## config.mk

```make
export PLATFORM = sky130hd
export DESIGN_NAME = cpu_oci_trace_capture_flat
export DESIGN_NICKNAME = d
export VERILOG_FILES = /design/src/rtl/cpu_oci_trace_capture_pkg.sv /design/src/rtl/cpu_oci_trace_capture_if.sv /design/src/rtl/cpu_oci_trace_capture_fifo.sv /design/src/rtl/cpu_oci_trace_capture.sv /design/src/flat_wrapper.sv
export SDC_FILE = /design/constraint.sdc
export NUM_CORES = 1
export LEC_CHECK = 0
export ABC_AREA = 1
export BUFFER_PORTS_ARGS = -buffer_cell sky130_fd_sc_hd__buf_2
export CAP_MARGIN = 25
export CORE_ASPECT_RATIO = 0.6
export CORE_MARGIN = 2
export CORE_UTILIZATION = 63
export CTS_BUF_LIST = sky130_fd_sc_hd__clkbuf_8
export DETAILED_ROUTE_END_ITERATION = 7
export PLACE_DENSITY = 0.83
export SETUP_SLACK_MARGIN = 0.02
export SKIP_CTS_REPAIR_TIMING = 1
export SYNTH_ARGS = -nofsm -noshare
export SYNTH_HDL_FRONTEND = slang
export SYNTH_SLANG_ARGS = --single-unit
```

## constraint.sdc

```tcl
create_clock -name clk -period 4.1 [get_ports clk]
set_input_delay 0.205 -clock clk [delete_from_list [all_inputs] [get_ports clk]]
set_output_delay 0.205 -clock clk [all_outputs]
set_load 0.03 [all_outputs]
```

## src/rtl/cpu_oci_trace_capture_pkg.sv

```systemverilog
// Shared types and helpers for the OCI trace capture block.
package cpu_oci_trace_pkg;

  // dct_count value that marks a completed trace frame
  localparam int FLUSH_CNT_DEFAULT = 3;

  // Behaviour when a frame arrives and the FIFO is full
  typedef enum logic {
    STOP = 1'b0,  // drop the new frame
    WRAP = 1'b1   // overwrite the oldest stored frame
  } trace_mode_e;

  // Width of one stored entry: {count, payload}
  function automatic int entry_w(input int cnt_w, input int data_w);
    return cnt_w + data_w;
  endfunction

endpackage

```

## src/rtl/cpu_oci_trace_capture_if.sv

```systemverilog
// Valid/ready drain port used to unload captured trace entries.
interface cpu_oci_trace_capture_if #(
  parameter int DATA_W = 30,
  parameter int CNT_W  = 4
);
  import cpu_oci_trace_pkg::*;

  localparam int ENTRY_W = entry_w(CNT_W, DATA_W);

  logic               rd_valid;
  logic               rd_ready;
  logic [ENTRY_W-1:0] rd_data;

  // The capture block drives the data, the consumer drives ready
  modport master (output rd_valid, output rd_data, input rd_ready);
  modport slave  (input rd_valid, input rd_data, output rd_ready);

endinterface

```

## src/rtl/cpu_oci_trace_capture_fifo.sv

```systemverilog
// Show-ahead circular buffer with an explicit level counter and an
// overwrite-when-full option (oldest entry is discarded).
module cpu_oci_trace_fifo #(
  parameter int ENTRY_W = 34,
  parameter int ADDR_W  = 4
) (
  input  logic               clk,
  input  logic               reset_n,
  input  logic               clear,
  input  logic               wr_en,
  input  logic [ENTRY_W-1:0] wr_data,
  input  logic               overwrite,
  input  logic               rd_en,
  output logic [ENTRY_W-1:0] rd_data,
  output logic [ADDR_W:0]    level,
  output logic               full,
  output logic               empty
);
  localparam int DEPTH = 2 ** ADDR_W;
  localparam logic [ADDR_W:0]   LEVEL_FULL = (ADDR_W + 1)'(DEPTH);
  localparam logic [ADDR_W-1:0] PTR_ONE    = ADDR_W'(1);
  localparam logic [ADDR_W:0]   LEVEL_ONE  = (ADDR_W + 1)'(1);

  logic [ENTRY_W-1:0] mem_r [DEPTH];
  logic [ADDR_W-1:0]  wr_ptr_r;
  logic [ADDR_W-1:0]  rd_ptr_r;
  logic [ADDR_W:0]    level_r;

  logic pop_s;
  logic store_s;
  logic push_over_s;

  assign empty = (level_r == '0);
  assign full  = (level_r == LEVEL_FULL);
  assign level = level_r;

  // Decide whether the write lands, and whether it displaces the oldest entry
  always_comb begin
    pop_s       = rd_en & ~empty;
    store_s     = wr_en & (~full | pop_s | overwrite) & ~clear;
    push_over_s = wr_en & full & ~pop_s & overwrite;
  end

  // Storage array; contents are don't-care after reset so it carries none
  always_ff @(posedge clk) begin
    if (store_s) begin
      mem_r[wr_ptr_r] <= wr_data;
    end
  end

  // Pointer and level bookkeeping
  always_ff @(posedge clk or negedge reset_n) begin
    if (!reset_n) begin
      wr_ptr_r <= '0;
      rd_ptr_r <= '0;
      level_r  <= '0;
    end else if (clear) begin
      wr_ptr_r <= '0;
      rd_ptr_r <= '0;
      level_r  <= '0;
    end else begin
      if (store_s) begin
        wr_ptr_r <= wr_ptr_r + PTR_ONE;
      end
      if (pop_s | push_over_s) begin
        rd_ptr_r <= rd_ptr_r + PTR_ONE;
      end
      case ({store_s & ~push_over_s, pop_s})
        2'b10:   level_r <= level_r + LEVEL_ONE;
        2'b01:   level_r <= level_r - LEVEL_ONE;
        default: level_r <= level_r;
      endcase
    end
  end

  // Show-ahead read; forced to zero while empty so stale data never leaks out
  always_comb begin
    if (empty) begin
      rd_data = '0;
    end else begin
      rd_data = mem_r[rd_ptr_r];
    end
  end

endmodule

```

## src/rtl/cpu_oci_trace_capture.sv

```systemverilog
// Captures completed or flushed debug-trace frames into a FIFO, freezes at
// end of test and offers the stored frames on a valid/ready drain port.
module cpu_oci_trace_capture
  import cpu_oci_trace_pkg::*;
#(
  parameter int DATA_W    = 30,
  parameter int CNT_W     = 4,
  parameter int FLUSH_CNT = FLUSH_CNT_DEFAULT,
  parameter int ADDR_W    = 4,
  parameter int OVF_W     = 8
) (
  input  logic                      clk,
  input  logic                      reset_n,
  input  logic [DATA_W-1:0]         dct_buffer,
  input  logic [CNT_W-1:0]          dct_count,
  input  logic                      test_ending,
  input  logic                      test_has_ended,
  input  logic                      mode_wrap,
  input  logic                      clear,
  cpu_oci_trace_capture_if.master   rd_if,
  output logic [ADDR_W:0]           level,
  output logic [OVF_W-1:0]          overflow_cnt,
  output logic                      frozen,
  output logic                      drained
);
  localparam int ENTRY_W = entry_w(CNT_W, DATA_W);
  localparam logic [CNT_W-1:0] FLUSH_VAL = CNT_W'(FLUSH_CNT);
  localparam logic [OVF_W-1:0] OVF_ONE   = OVF_W'(1);

  logic [CNT_W-1:0]   prev_cnt_r;
  logic               prev_end_r;
  logic               frozen_r;
  logic               drained_r;
  logic [OVF_W-1:0]   ovf_r;

  trace_mode_e        mode_s;
  logic               cap_s;
  logic               flush_s;
  logic               wr_s;
  logic               pop_s;
  logic               ovf_s;
  logic               full_s;
  logic               empty_s;
  logic [ENTRY_W-1:0] rd_data_s;

  assign mode_s = trace_mode_e'(mode_wrap);

  // Event detection: rising frame match, or a flush of a partial frame when
  // test_ending first rises (a partial count excludes the frame value, so the
  // two can never both fire)
  always_comb begin
    cap_s   = (dct_count == FLUSH_VAL) && (prev_cnt_r != FLUSH_VAL);
    flush_s = test_ending && !prev_end_r &&
              (dct_count != '0) && (dct_count != FLUSH_VAL);
    wr_s    = (cap_s | flush_s) & ~frozen_r;
    pop_s   = ~empty_s & rd_if.rd_ready;
    ovf_s   = wr_s & full_s & ~pop_s;
  end

  cpu_oci_trace_fifo #(
    .ENTRY_W (ENTRY_W),
    .ADDR_W  (ADDR_W)
  ) u_fifo (
    .clk       (clk),
    .reset_n   (reset_n),
    .clear     (clear),
    .wr_en     (wr_s),
    .wr_data   ({dct_count, dct_buffer}),
    .overwrite (mode_s == WRAP),
    .rd_en     (rd_if.rd_ready),
    .rd_data   (rd_data_s),
    .level     (level),
    .full      (full_s),
    .empty     (empty_s)
  );

  assign rd_if.rd_valid = ~empty_s;
  assign rd_if.rd_data  = rd_data_s;
  assign overflow_cnt   = ovf_r;
  assign frozen         = frozen_r;
  assign drained        = drained_r;

  // Edge-detect history; keeps tracking even through a clear
  always_ff @(posedge clk or negedge reset_n) begin
    if (!reset_n) begin
      prev_cnt_r <= '0;
      prev_end_r <= 1'b0;
    end else begin
      prev_cnt_r <= dct_count;
      prev_end_r <= test_ending;
    end
  end

  // Sticky freeze plus the registered drained flag
  always_ff @(posedge clk or negedge reset_n) begin
    if (!reset_n) begin
      frozen_r  <= 1'b0;
      drained_r <= 1'b0;
    end else if (clear) begin
      frozen_r  <= 1'b0;
      drained_r <= 1'b0;
    end else begin
      frozen_r  <= frozen_r | test_has_ended;
      drained_r <= frozen_r & empty_s;
    end
  end

  // Saturating count of dropped or overwritten frames
  always_ff @(posedge clk or negedge reset_n) begin
    if (!reset_n) begin
      ovf_r <= '0;
    end else if (clear) begin
      ovf_r <= '0;
    end else if (ovf_s && (ovf_r != '1)) begin
      ovf_r <= ovf_r + OVF_ONE;
    end else begin
      ovf_r <= ovf_r;
    end
  end

endmodule

```

## src/flat_wrapper.sv

```systemverilog
// flat-port wrapper written by rule: the top's interface ports become plain ports
module cpu_oci_trace_capture_flat import cpu_oci_trace_pkg::*;
#(
  parameter int DATA_W    = 30,
  parameter int CNT_W     = 4,
  parameter int FLUSH_CNT = FLUSH_CNT_DEFAULT,
  parameter int ADDR_W    = 4,
  parameter int OVF_W     = 8
)
  (clk, reset_n, dct_buffer, dct_count, test_ending, test_has_ended, mode_wrap, clear, level, overflow_cnt, frozen, drained, rd_if_rd_valid, rd_if_rd_data, rd_if_rd_ready);
  cpu_oci_trace_capture_if #(.DATA_W(DATA_W), .CNT_W(CNT_W)) rd_if_i ();
  input  logic clk;
  input  logic reset_n;
  input  logic [DATA_W-1:0] dct_buffer;
  input  logic [CNT_W-1:0] dct_count;
  input  logic test_ending;
  input  logic test_has_ended;
  input  logic mode_wrap;
  input  logic clear;
  output logic [ADDR_W:0] level;
  output logic [OVF_W-1:0] overflow_cnt;
  output logic frozen;
  output logic drained;
  output wire logic [$bits(rd_if_i.rd_valid)-1:0] rd_if_rd_valid;
  output wire logic [$bits(rd_if_i.rd_data)-1:0] rd_if_rd_data;
  input wire logic [$bits(rd_if_i.rd_ready)-1:0] rd_if_rd_ready;
  assign rd_if_rd_valid = rd_if_i.rd_valid;
  assign rd_if_rd_data = rd_if_i.rd_data;
  assign rd_if_i.rd_ready = rd_if_rd_ready;
  cpu_oci_trace_capture #(.DATA_W(DATA_W), .CNT_W(CNT_W), .FLUSH_CNT(FLUSH_CNT), .ADDR_W(ADDR_W), .OVF_W(OVF_W)) u_core (.clk(clk), .reset_n(reset_n), .dct_buffer(dct_buffer), .dct_count(dct_count), .test_ending(test_ending), .test_has_ended(test_has_ended), .mode_wrap(mode_wrap), .clear(clear), .rd_if(rd_if_i), .level(level), .overflow_cnt(overflow_cnt), .frozen(frozen), .drained(drained));
endmodule
```

## Word-level counts from Yosys, hierarchy flattened

Memories as Yosys holds them, arrays and structs flattened.
Index checks and enable logic that the tools add are counted.
Widths: inputs -> output; s select.

| operators by class | value |
|---|---|
| add/subtract/negate cells | 5 |
| equality and inequality tests | 7 |
| mux-type cells | 13 |
| bitwise logic cells | 20 |
| reduce and logical (&&, ||, !) cells | 12 |

Operator list:

| kind | count |
|---|---|
| $mux 34 | 1 |
| $mux 4 | 4 |
| $mux 8 | 2 |
| $pmux 5 s2 | 1 |
| $and 1x1->1 | 9 |
| $add 4x1->4 const B | 2 |
| $add 8x1->8 const B | 1 |
| $ne 4x2->1 const B | 2 |
| $ne 8x8->1 const B | 1 |
| $not 1->1 | 6 |
| $reduce_bool 2->1 | 3 |
| $add 5x1->5 const B | 1 |
| $eq 5x5->1 const B | 1 |
| $logic_and 1x1->1 | 5 |
| $logic_not 5->1 | 1 |
| $mux 5 | 1 |
| $or 1x1->1 | 5 |
| $sub 5x1->5 const B | 1 |
| $eq 4x2->1 const B | 1 |
| $mux 1 | 4 |
| $reduce_bool 4->1 | 1 |
| $reduce_bool 3->1 | 1 |
| $eq 2x1->1 const B | 1 |
| $eq 2x2->1 const B | 1 |
| $logic_not 1->1 | 1 |

| storage, ports and cells | value |
|---|---|
| register bits after elaboration | 28 |
| RAM bits | 544 |
| output and inout port bits | 50 |
| logic and storage cells | 66 |
| memories kept | 1 |

Memory list:

| memory | words | width | read ports | clocked after Yosys merged registers in | write ports | line | text |
|---|---|---|---|---|---|---|---|
| u_core.u_fifo.mem_r | 16 | 34 | 1 | 0 | 1 | cpu_oci_trace_capture_fifo.sv:24 | `logic [ENTRY_W-1:0] mem_r [DEPTH];` |

## Depth between registers and ports, before layout

Gate-level depths: netlist (run 1).

| logic depth | value |
|---|---|
| depth in word-level cells | 14 |
| depth in mapped cells | 18 |
| depth with buffers taken out | 18 |

## Modules after synthesis

Synthesis (run 1) repeated with hierarchy kept, for this count alone.

| unflattened totals | value |
|---|---|
| cell total of the unflattened synthesis | 1,722 |
| area, all modules | 22,801.9 sq um |

Modules (own cells, without submodules):

| module | instances | cells an instance | area each (sq um) | sequential area each (sq um) |
|---|---|---|---|---|
| cpu_oci_trace_fifo | 1 | 1,612 | 21,952.3 | 16,661.0 |
| cpu_oci_trace_capture | 1 | 110 | 849.6 | 375.4 |

## Least setup slack after synthesis (run 1)

No wires, ideal clock.

| path | value |
|---|---|
| path type | reg2reg |
| start point | register u_core.u_fifo.level_r[4], in the netlist u_core.u_fifo.level[4] |
| end point | memory u_core.u_fifo.mem_r[1][0] (enable) |
| data arrival time | 3.522 ns |
| required time | 3.632 ns |
| slack | 0.110 ns |
| cell stages (with the launch flop) | 8 |
| buffers on the path | 0 |
| path through | dfrtp_1 -> inv_1 -> nor2_1 -> nand4_1 -> nand3_2 -> nor2_4 -> inv_1 -> nor3_1 |

| on the way | value |
|---|---|
| cells in the longest elaborated chain, start to end | 9 |

RTL lines:

| what | line | text |
|---|---|---|
| start: declaration | cpu_oci_trace_capture_fifo.sv:27 | `logic [ADDR_W:0] level_r;` |
| start signal: assignment | cpu_oci_trace_capture_fifo.sv:69 | `2'b10: level_r <= level_r + LEVEL_ONE;` |
| start signal: assignment | cpu_oci_trace_capture_fifo.sv:70 | `2'b01: level_r <= level_r - LEVEL_ONE;` |
| start signal: assignment | cpu_oci_trace_capture_fifo.sv:71 | `default: level_r <= level_r;` |
| $logic_not 5->1 | cpu_oci_trace_capture_fifo.sv:33 | `assign empty = (level_r == '0);` |
| $not 1->1 | cpu_oci_trace_capture_fifo.sv:39 | `pop_s = rd_en & ~empty;` |
| $and 1x1->1 | cpu_oci_trace_capture_fifo.sv:39 |  |
| $or 1x1->1 * (2 in series) | cpu_oci_trace_capture_fifo.sv:40 | `store_s = wr_en & (~full \| pop_s \| overwrite) & ~clear;` |
| $and 1x1->1 * (2 in series) | cpu_oci_trace_capture_fifo.sv:40 |  |
| $mux 1 * | cpu_oci_trace_capture_fifo.sv:46 | `if (store_s) begin` |
| $mux 1 (not written as such) * | cpu_oci_trace_capture_fifo.sv:47 | `mem_r[wr_ptr_r] <= wr_data;` |
| end: declaration | cpu_oci_trace_capture_fifo.sv:24 |  |

Mark *: on every way between the ends. The rest lies on a longest branch, timed or not.

## Worst setup path in the final report (run 1)

| path | value |
|---|---|
| start point | register u_core.u_fifo.rd_ptr_r[0] |
| end point | output port rd_if_rd_data[12] |

| on the way | value |
|---|---|
| cells in the longest elaborated chain, start to end | 2 |

RTL lines:

| what | line | text |
|---|---|---|
| start: declaration | cpu_oci_trace_capture_fifo.sv:26 | `logic [ADDR_W-1:0] rd_ptr_r;` |
| start signal: assignment | cpu_oci_trace_capture_fifo.sv:66 | `rd_ptr_r <= rd_ptr_r + PTR_ONE;` |
| $mem_v2 16x34 | -- |  |
| $mux 34 | cpu_oci_trace_capture_fifo.sv:78 | `if (empty) begin` |
| end: declaration | flat_wrapper.sv:25 | `output wire logic [$bits(rd_if_i.rd_data)-1:0] rd_if_rd_data;` |

Every way passes these cells.

==> impl_results.md, run 1 <==
* CP Class: flip-flop to output pin
* 1st-pass router iterations at 6
* Clock sinks at 572
* Vias per cell at 6.49
* Die Y at 151 um
* Share of the synthesized area in the top cell type at 0.718
* Clk slew on worst S/H paths at 0.06 ns
* Ys async rst share at 0.0490
* Longest Clk Path Bufs at 3
* WL/cell at 24.3 um
* Setup_tns at 0 ns
* Number of enable flip-flop cells after synthesis at 544
* CTS tree: done
* Share of cells above drive strength 1 at 0.139
* Design Area, Final at 0.0255 mm2
* Routed Antenna Nets at 0
* RePlAce Congestion at 0.816
* Total grt overflow at 0
* Clock Latency Late Sink at 0.65 ns
* Chip width at 249 um
* Vias in the first global route at 15000
* CTS buffer count at 79
* Core ar. at 0.0353 mm2
* Max Slew Vio Count at 0
* Largest net degree at the start of global routing at 148
* Final Net Count at 1880
* Fmax at 0.272 GHz
* Period utilization at 0.898
* Nature of the critical path endpoint: output pin
* RSZ-0062 raised after global routing: no
* Flops & latches, synth at 572
* PD cells at 542 mW/mm2
* Crit path cell chain: inv_6 > buf_4 > o21ai_0 > o221ai_1 > nand3_1 > a21oi_1 > buf_2
* Finished Layout Cells at 2358
* Min Tclk post-route at 3.68 ns
* Overall Global Routing Usage at 0.305
* Register area share after synthesis at 0.749
* Hold depth at 4
* Diode count at 0
* Reg2Reg Depth at 15
* Syn avg cell area at 13.4 um2
* Crit-path slowest cell: dfrtp_4
* Worst Setup Start Kind: flip-flop
* IO Pins at 91
* Top FF cell, synth: edfxtp_1
* Starting Density at 0.645
* Final Worst Setup Slack at 0.420 ns
* Maximum vdd drop at 359 uV
* Yosys top cell by area: edfxtp_1
* Routed WL at 57300 um
* Hold Crit Class: primary input to flip-flop
* Area contributors post-synth: edfxtp_1 72%, o21ai_0 6.3%, nor2_1 5.6%
* WP data arrival at 3.48 ns
* Core Rows at 53
* Synth Instances at 1699
* Critical Path RT at 3.89 ns
* Initial antenna violation count at 0
* IO buf count at 90
* Worst slew margin at 0.333
* Synth Warn # at 0
* Area delta synth->final at 12.0%
* Post-Route Utilization at 0.722
* Die Footprint at 0.0377 mm2
* Leakage power at 8.63 nW
* DP HPWL at 29300 um
* Root buffer cell: clkbuf_8
* Outcome: completed
* Placed instance area at 0.0237 mm2
* Synth unique cells at 31
* CP max FO at 87
* First-pass GRT wire length at 86300 um
* Clk_skew at 0.0266 ns
* Syn_nets at 1750
* Place WS at 1.17 ns
* Via Count at 15300
* DRC violations left at 0
* Final hold vios at 0
* Dpl cells at 2178
* CP peak stage delay at 0.64 ns
* Max-cap violations at 0
* Post-Syn Area at 0.0228 mm2
* Setup violations, final at 0
* Iter 0 DRT Violations at 2006
* # fillers at 2226
* Worst-margin pin slew at 1.00 ns
* H-tree Lvls at 3
## cell usage in the layout, fill, tap and decap left out, types with 17 or more instances in the layout
master / count
edfxtp_1: 544
nor2_1: 333
o21ai_0: 285
o221ai_1: 100
buf_2: 90
clkbuf_8: 83
nand3_1: 66
inv_1: 53
nand2_1: 41
a21oi_1: 39
dlygate4sd3_1: 37
o22ai_1: 36
buf_4: 34
dfrtp_1: 25
o21ai_1: 19
clkinv_1: 17
## per-stage QoR
| step | total power [mW] | hold slack (ns) |
|---|---|---|
| 2_1_floorplan | 8.83 | -0.0906 |
| 3_3_place_gp | 9.63 | 0.261 |
| 3_5_place_dp | 9.74 | 0.276 |
| 4_1_cts | 13.8 | -0.415 |
| 5_1_grt | 14.3 | 0.0658 |
| 6_report | 13.8 | 0.0674 |
## final cells by class
cell class                      count  area (um2)  area share
Clock inverter                     60         303      0.0119
Timing Repair Buffer              167        1200      0.0469
Sequential cell                   572       17000       0.669
Inverter                           31         123     0.00481
Clock buffer                       83        1140      0.0448
Tap cell                          467         584      0.0229
Multi-Input combinational cell    978        5090       0.200
## worst max-delay path: cells and delay by family (launching register included)
family | cells | cell delay [ns]
compound gates | 3 | 0.77
simple gates | 1 | 0.10
flops | 1 | 0.64
buf+inv | 3 | 1.28
## path summary, 6_finish.rpt
kind	startpoint	endpoint	slack [ns]
min reg2reg	u_core.frozen$_DFF_PN0_	u_core.frozen$_DFF_PN0_	0.57
max reg2reg	u_core.u_fifo.level[4]$_DFFE_PN0P_	u_core.u_fifo.level[4]$_DFFE_PN0P_	1.35
max in group asynchronous	reset_n	u_core.u_fifo.rd_ptr_r[0]$_DFFE_PN0P_	3.38
min	rd_if_rd_ready	u_core.u_fifo.rd_ptr_r[3]$_DFFE_PN0P_	0.07
max	u_core.u_fifo.rd_ptr_r[0]$_DFFE_PN0P_	rd_if_rd_data[12]	0.42
min in group asynchronous	reset_n	u_core.prev_end_r$_DFF_PN0_	0.16
## registers in the layout, summed over array words and instances, names as in the netlist
register	flops
u_core.frozen	1
u_core.u_fifo.wr_ptr_r	4
u_core.u_fifo.rd_ptr_r	4
u_core.drained	1
u_core.u_fifo.level	5
u_core.u_fifo.mem_r	544
u_core.prev_end_r	1
u_core.prev_cnt_r	4
u_core.overflow_cnt	8
## report_power, final
group | leakage [nW] | total (mW) | internal [mW] | switching [mW]
combinational | 2.53 | 3.20 | 0.863 | 2.33
sequential | 5.26 | 6.52 | 6.45 | 0.0736
clock | 0.839 | 4.11 | 2.01 | 2.10
total | 8.63 | 13.8 | 9.31 | 4.51
## layer usage
layer  wire [um]  GRT usage  up-vias
met5           0          0        -
met4        1260      0.111        0
met3        6790     0.0711      121
met2       27000      0.483     1098
met1       22200      0.424     7423
li1            -          -     6660
## logic make-up (layout without fill, tap and decap cells)
logic type	Yosys count	in the layout	synth area share
DFF	572	572	0.749
AOI/OAI and AO/OA	481	481	0.124
and+or+nand+nor	479	479	0.0865
buffers and inverters	149	341	0.0313
adders and majority gates	10	10	0.00583
xor gates and xnor gates	8	8	0.00308
## synthesized netlist by cell type, types with 7 or more instances
| master | number |
|---|---|
| a21oi_1 | 39 |
| buf_2 | 28 |
| buf_4 | 7 |
| buf_6 | 11 |
| clkbuf_1 | 58 |
| clkbuf_2 | 8 |
| dfrtp_1 | 28 |
| edfxtp_1 | 544 |
| ha_1 | 9 |
| inv_1 | 27 |
| nand2_1 | 41 |
| nand3_1 | 66 |
| nand4_1 | 8 |
| nor2_1 | 337 |
| nor3_1 | 17 |
| o21ai_0 | 285 |
| o21ai_1 | 19 |
| o221ai_1 | 100 |
| o22ai_1 | 36 |
Note: power is estimated with default switching activity, not from simulation.
==> run 2: changes to the inputs <==
--- a/config.mk
+++ b/config.mk
@@ -8,12 +8,14 @@
 export ABC_AREA = 1
 export BUFFER_PORTS_ARGS = -buffer_cell sky130_fd_sc_hd__buf_2
 export CAP_MARGIN = 25
+export CELL_PAD_IN_SITES_DETAIL_PLACEMENT = 1
+export CELL_PAD_IN_SITES_GLOBAL_PLACEMENT = 1
 export CORE_ASPECT_RATIO = 0.6
 export CORE_MARGIN = 2
-export CORE_UTILIZATION = 63
+export CORE_UTILIZATION = 53
 export CTS_BUF_LIST = sky130_fd_sc_hd__clkbuf_8
 export DETAILED_ROUTE_END_ITERATION = 7
-export PLACE_DENSITY = 0.83
+export PLACE_DENSITY = 0.84
 export SETUP_SLACK_MARGIN = 0.02
 export SKIP_CTS_REPAIR_TIMING = 1
 export SYNTH_ARGS = -nofsm -noshare
==> impl_results.md, run 2 (synthesis results as in run 1) <==
* Clk_skew at 0.0193 ns
* Maximum vdd drop at 355 uV
* Largest net degree at the start of global routing at 79
* Core Rows at 58
* Max-cap violations at 0
* DRC violations left at 0
* Nature of the critical path endpoint: output pin
* H-tree Lvls at 3
* Clk pwr share at 0.303
* Largest register FFs at 544
* Clock sinks at 572
* Routed Antenna Nets at 0
* Starting Density at 0.541
* DP HPWL at 34700 um
* Chip width at 271 um
* IO buf count at 90
* Outcome: completed
* Setup violations, final at 0
* Area delta synth->final at 12.8%
* Min Tclk post-route at 3.74 ns
* Worst slew margin at 0.291
* Internal power at 9.39 mW
* Root buffer cell: clkbuf_8
* Core ar. at 0.0421 mm2
* Iter 0 DRT Violations at 1862
* Commonest non-fill, non-tap cell in the layout: edfxtp_1
* CTS tree: done
* First-pass GRT wire length at 98400 um
* RSZ-0062 raised after global routing: no
* Die Footprint at 0.0447 mm2
* WL/cell at 26.8 um
* Clk slew on worst S/H paths at 0.06 ns
* Top reg by flops: u_core.u_fifo.mem_r
* WP data arrival at 3.53 ns
* 1st-pass router iterations at 5
* Fmax at 0.267 GHz
* Switching share of total power at 0.331
* Clock Latency Late Sink at 0.65 ns
* Final hold vios at 0
* RePlAce Congestion at 0.814
* Longest Clk Path Bufs at 3
* Max Slew Vio Count at 0
* P_sw at 4.66 mW
* Logic gate share of total power at 0.230
* Period utilization at 0.912
* CP max FO at 63
* Hold Crit Class: primary input to flip-flop
* Initial antenna violation count at 1
* Worst-margin pin slew at 1.06 ns
* Vias per cell at 6.28
* Setup_tns at 0 ns
* Overall Global Routing Usage at 0.298
* Worst Setup Start Kind: flip-flop
* Critical Path RT at 3.89 ns
* Flop pwr share at 0.467
* Leakage power at 8.68 nW
* IO Pins at 91
* Vias in the first global route at 16100
* CP Class: flip-flop to output pin
* Share of cells above drive strength 1 at 0.139
* Most frequent cells in the layout: 544 x edfxtp_1, 333 x nor2_1, 285 x o21ai_0
* CTS buffer count at 84
* Routed WL at 66100 um
* Via Count at 15500
* Die Y at 164 um
* Total grt overflow at 0
* Final Net Count at 1884
* PD cells at 547 mW/mm2
* Hold Slack at 0.0466 ns
run 2: cell types whose count changed in the layout (fill, tap and decap cells not counted), moves of 3 or more:
cell	before	now
inv_1	53	63
clkbuf_8	83	89
clkinv_2	12	8
clkinv_1	17	14
run 2: final timing paths:
kind | start | end | slack [ns] | cells past startpoint
hold reg to reg | u_core.frozen$_DFF_PN0_ | u_core.frozen$_DFF_PN0_ | 0.55 | 2
hold / removal | rd_if_rd_ready | u_core.u_fifo.rd_ptr_r[0]$_DFFE_PN0P_ | 0.05 | 4
setup reg to reg | u_core.u_fifo.level[1]$_DFFE_PN0P_ | u_core.u_fifo.level[4]$_DFFE_PN0P_ | 1.29 | 13
min in group asynchronous | reset_n | u_core.prev_cnt_r[2]$_DFF_PN0_ | 0.14 | 2
max in group asynchronous | reset_n | u_core.u_fifo.rd_ptr_r[1]$_DFFE_PN0P_ | 3.42 | 2
setup / recovery | u_core.u_fifo.rd_ptr_r[0]$_DFFE_PN0P_ | rd_if_rd_data[9] | 0.36 | 8
run 2: layer usage:
metal	share of wire	up-vias	track usage
met3	0.074	152	0.0638
met5	0	-	0
met2	0.49	737	0.503
met1	0.40	7940	0.388
met4	0.027	0	0.102
li1	-	6684	-
run 2: final cells by class:
| cell class | count | area (um2) |
|---|---|---|
| antenna | 1 | 2.50 |
| clock buffer | 89 | 1220 |
| clock inverter | 64 | 295 |
| fill | 4112 | 16400 |
| inverter | 31 | 123 |
| multi-input combinational | 978 | 5090 |
| sequential | 572 | 17000 |
| tap | 570 | 713 |
| timing repair buffer | 166 | 1180 |
run 2: power by group through the flow:
stage	clock network, mW	logic (mW)	registers [mW]
final	4.26	3.23	6.56
after CTS	4.32	3.19	6.56
after detailed placement	0	3.16	6.68
after floorplan	0	2.19	6.65
after global routing	4.56	3.50	6.56
after global placement	0	2.99	6.67
run 2: critical path, cell delays in order (launching register included):
cell	delay, ns
dfrtp_4	0.66
inv_6	0.45
buf_12	0.33
buf_12	0.23
o21ai_0	0.13
o221ai_1	0.26
nand3_1	0.17
a21oi_1	0.27
buf_2	0.25
run 2: per-stage QoR:
stage               instances  worst slack [ns]   util  total power, mW  cell area [um2]
finish                   2471             0.361  0.610             14.0            25700
global route             2470             0.257  0.610             14.6            25700
CTS                      2433             0.413  0.601             14.1            25300
detailed placement       2280              1.15  0.565             9.84            23800
global placement         2280              1.24  0.565             9.66            23800
floorplan                1699             0.110      -             8.83            22800
==> run 3: changes to the inputs <==
--- a/config.mk
+++ b/config.mk
@@ -5,14 +5,13 @@
 export SDC_FILE = /design/constraint.sdc
 export NUM_CORES = 1
 export LEC_CHECK = 0
-export ABC_AREA = 1
 export BUFFER_PORTS_ARGS = -buffer_cell sky130_fd_sc_hd__buf_2
 export CAP_MARGIN = 25
 export CELL_PAD_IN_SITES_DETAIL_PLACEMENT = 1
 export CELL_PAD_IN_SITES_GLOBAL_PLACEMENT = 1
 export CORE_ASPECT_RATIO = 0.6
 export CORE_MARGIN = 2
-export CORE_UTILIZATION = 53
+export CORE_UTILIZATION = 57
 export CTS_BUF_LIST = sky130_fd_sc_hd__clkbuf_8
 export DETAILED_ROUTE_END_ITERATION = 7
 export PLACE_DENSITY = 0.84
==> impl_results.md, run 3 <==
* Number of enable flip-flop cells after synthesis at 544
* Core Rows at 56
* Ys async rst share at 0.0490
* Yosys top cell by area: edfxtp_1
* Outcome: completed
* IO Pins at 91
* Reg2Reg Depth at 11
* CTS buffer count at 82
* RePlAce Congestion at 0.758
* Worst Setup Start Kind: flip-flop
* Chip width at 260 um
* Clock Latency Late Sink at 0.67 ns
* Top FF cell, synth: edfxtp_1
* Register area share after synthesis at 0.760
* Share of the synthesized area in the top cell type at 0.729
* Worst slew margin at 0.353
* Synth Instances at 986
* Nature of the critical path endpoint: flip-flop
* Die Footprint at 0.0410 mm2
* Synth unique cells at 52
* Area contributors post-synth: edfxtp_1 73%, mux4_2 17%, dfrtp_1 3.1%
* H-tree Lvls at 3
* CP max FO at 5
* Clock sinks at 572
* Setup violations, final at 0
* DRC violations left at 0
* Routed Antenna Nets at 0
* Largest register FFs at 544
* Synth Warn # at 0
* Syn avg cell area at 22.7 um2
* Min Tclk post-route at 3.67 ns
* Vias in the first global route at 11800
* Worst-margin pin slew at 0.962 ns
* Starting Density at 0.576
* Clk slew on worst S/H paths at 0.07 ns
* Period utilization at 0.895
* DP HPWL at 31300 um
* Hold Crit Class: primary input to flip-flop
* Total grt overflow at 0
* Clk_skew at 0.0294 ns
* WL/cell at 30.2 um
* Max-cap violations at 0
* CTS tree: done
* PD cells at 554 mW/mm2
* Critical Path RT at 4.59 ns
* Largest net degree at the start of global routing at 43
* WP data arrival at 4.16 ns
* Leakage power at 8.25 nW
* Longest Clk Path Bufs at 3
* Vias per cell at 6.33
* Hold depth at 4
* Final Net Count at 1229
* Design Area, Final at 0.0256 mm2
* Placed instance area at 0.0237 mm2
* Die Y at 158 um
* CP Class: flip-flop to flip-flop
* Final hold vios at 0
* Post-synth top cells: 544 x edfxtp_1, 170 x mux4_2, 35 x and2_1, 30 x clkbuf_1, 28 x dfrtp_1
* Root buffer cell: clkbuf_8
* Most frequent cells in the layout: 544 x edfxtp_1, 170 x mux4_2, 90 x buf_2
* Pwr Total at 14.2 mW
* Maximum vdd drop at 358 uV
* Core ar. at 0.0389 mm2
* Via Count at 11100
* 1st-pass router iterations at 5
* Max Slew Vio Count at 0
* First-pass GRT wire length at 78300 um
* RSZ-0062 raised after global routing: no
* IO buf count at 90
* Initial antenna violation count at 1
* Iter 0 DRT Violations at 1393
* Fmax at 0.273 GHz
* Top reg by flops: u_core.u_fifo.mem_r
* Flops & latches, synth at 572
* Share of cells above drive strength 1 at 0.347
* Syn_nets at 1037
* Post-Syn Area at 0.0224 mm2
* Diode count at 0
* Setup_tns at 0 ns
* Most numerous cell in the Yosys netlist: edfxtp_1
* Area delta synth->final at 14.3%
* Routed WL at 53100 um
* Commonest non-fill, non-tap cell in the layout: edfxtp_1
* Overall Global Routing Usage at 0.269
run 3: cell types whose count changed after synthesis, sizes merged, moves of 15 or more:
cell	before	now
nand3	68	12
buf	52	22
o221ai	100	0
nor2	340	15
nand2	44	6
nor3	18	3
o22ai	36	1
o21ai	304	7
mux4	0	170
clkbuf	66	30
a21oi	39	16
and2	0	35
inv	31	10
run 3: kinds of logic after synthesis:
logic type               after synthesis  synth area share
AO/OA/AOI/OAI                         44            0.0132
adder cells (fa/ha/maj)               10           0.00592
AND/OR/NAND/NOR                      118            0.0331
multiplexers                         175             0.173
XOR/XNOR                               5           0.00229
buffers and inverters                 62            0.0118
flip-flops                           572             0.760
run 3: metal layers:
metal | global-route usage | up-vias | routed length, um
met1 | 0.384 | 5937 | 21800
met4 | 0.0972 | 0 | 1320
met3 | 0.0485 | 99 | 3570
met5 | 0 | - | 0
li1 | - | 4568 | -
met2 | 0.426 | 528 | 26400
run 3: final timing paths:
check	from	endpoint	slack [ns]
worst min-delay path	mode_wrap	u_core.u_fifo.wr_ptr_r[1]$_DFFE_PN0P_	0.06
max in group asynchronous	reset_n	u_core.u_fifo.rd_ptr_r[1]$_DFFE_PN0P_	3.42
worst max-delay path	u_core.u_fifo.level[1]$_DFFE_PN0P_	u_core.u_fifo.level[4]$_DFFE_PN0P_	0.43
worst min register to register	u_core.overflow_cnt[1]$_DFFE_PN0P_	u_core.overflow_cnt[1]$_DFFE_PN0P_	0.61
worst max register to register	u_core.u_fifo.level[1]$_DFFE_PN0P_	u_core.u_fifo.level[4]$_DFFE_PN0P_	0.43
min in group asynchronous	reset_n	u_core.prev_cnt_r[2]$_DFF_PN0_	0.12
run 3: layout make-up:
| type | count | area, um2 |
|---|---|---|
| clock buffer | 83 | 1140 |
| fill | 3159 | 13300 |
| tap | 522 | 653 |
| multi-input combinational | 352 | 5170 |
| timing repair buffer | 160 | 1220 |
| clock inverter | 61 | 342 |
| sequential | 572 | 17000 |
| inverter | 10 | 37.5 |
run 3: power breakdown:
group,internal (mW),switching (mW)
Clock,2.03,2.19
Sequential,6.45,0.138
Combinational,1.46,1.93
run 3: worst max-delay path, stage by stage (launching register included):
cell	delay, ns
dfrtp_1	0.46
nor4_1	0.86
nand2b_2	0.14
and2_1	0.24
o21ai_0	0.19
inv_1	0.19
ha_1	0.36
nor2b_1	0.17
o21ai_0	0.37
nand2_1	0.18
o211ai_1	0.20
a41oi_1	0.14
run 3: through the flow:
step                       util  hold WS (ns)  worst slack (ns)  instances
final                     0.659        0.0615             0.432       1760
after global routing      0.659        0.0764             0.282       1760
after CTS                 0.649        -0.432             0.530       1722
after detailed placement  0.611         0.286             0.675       1578
after global placement    0.610         0.269             0.953       1577
after floorplan               -       -0.0906             0.130        986
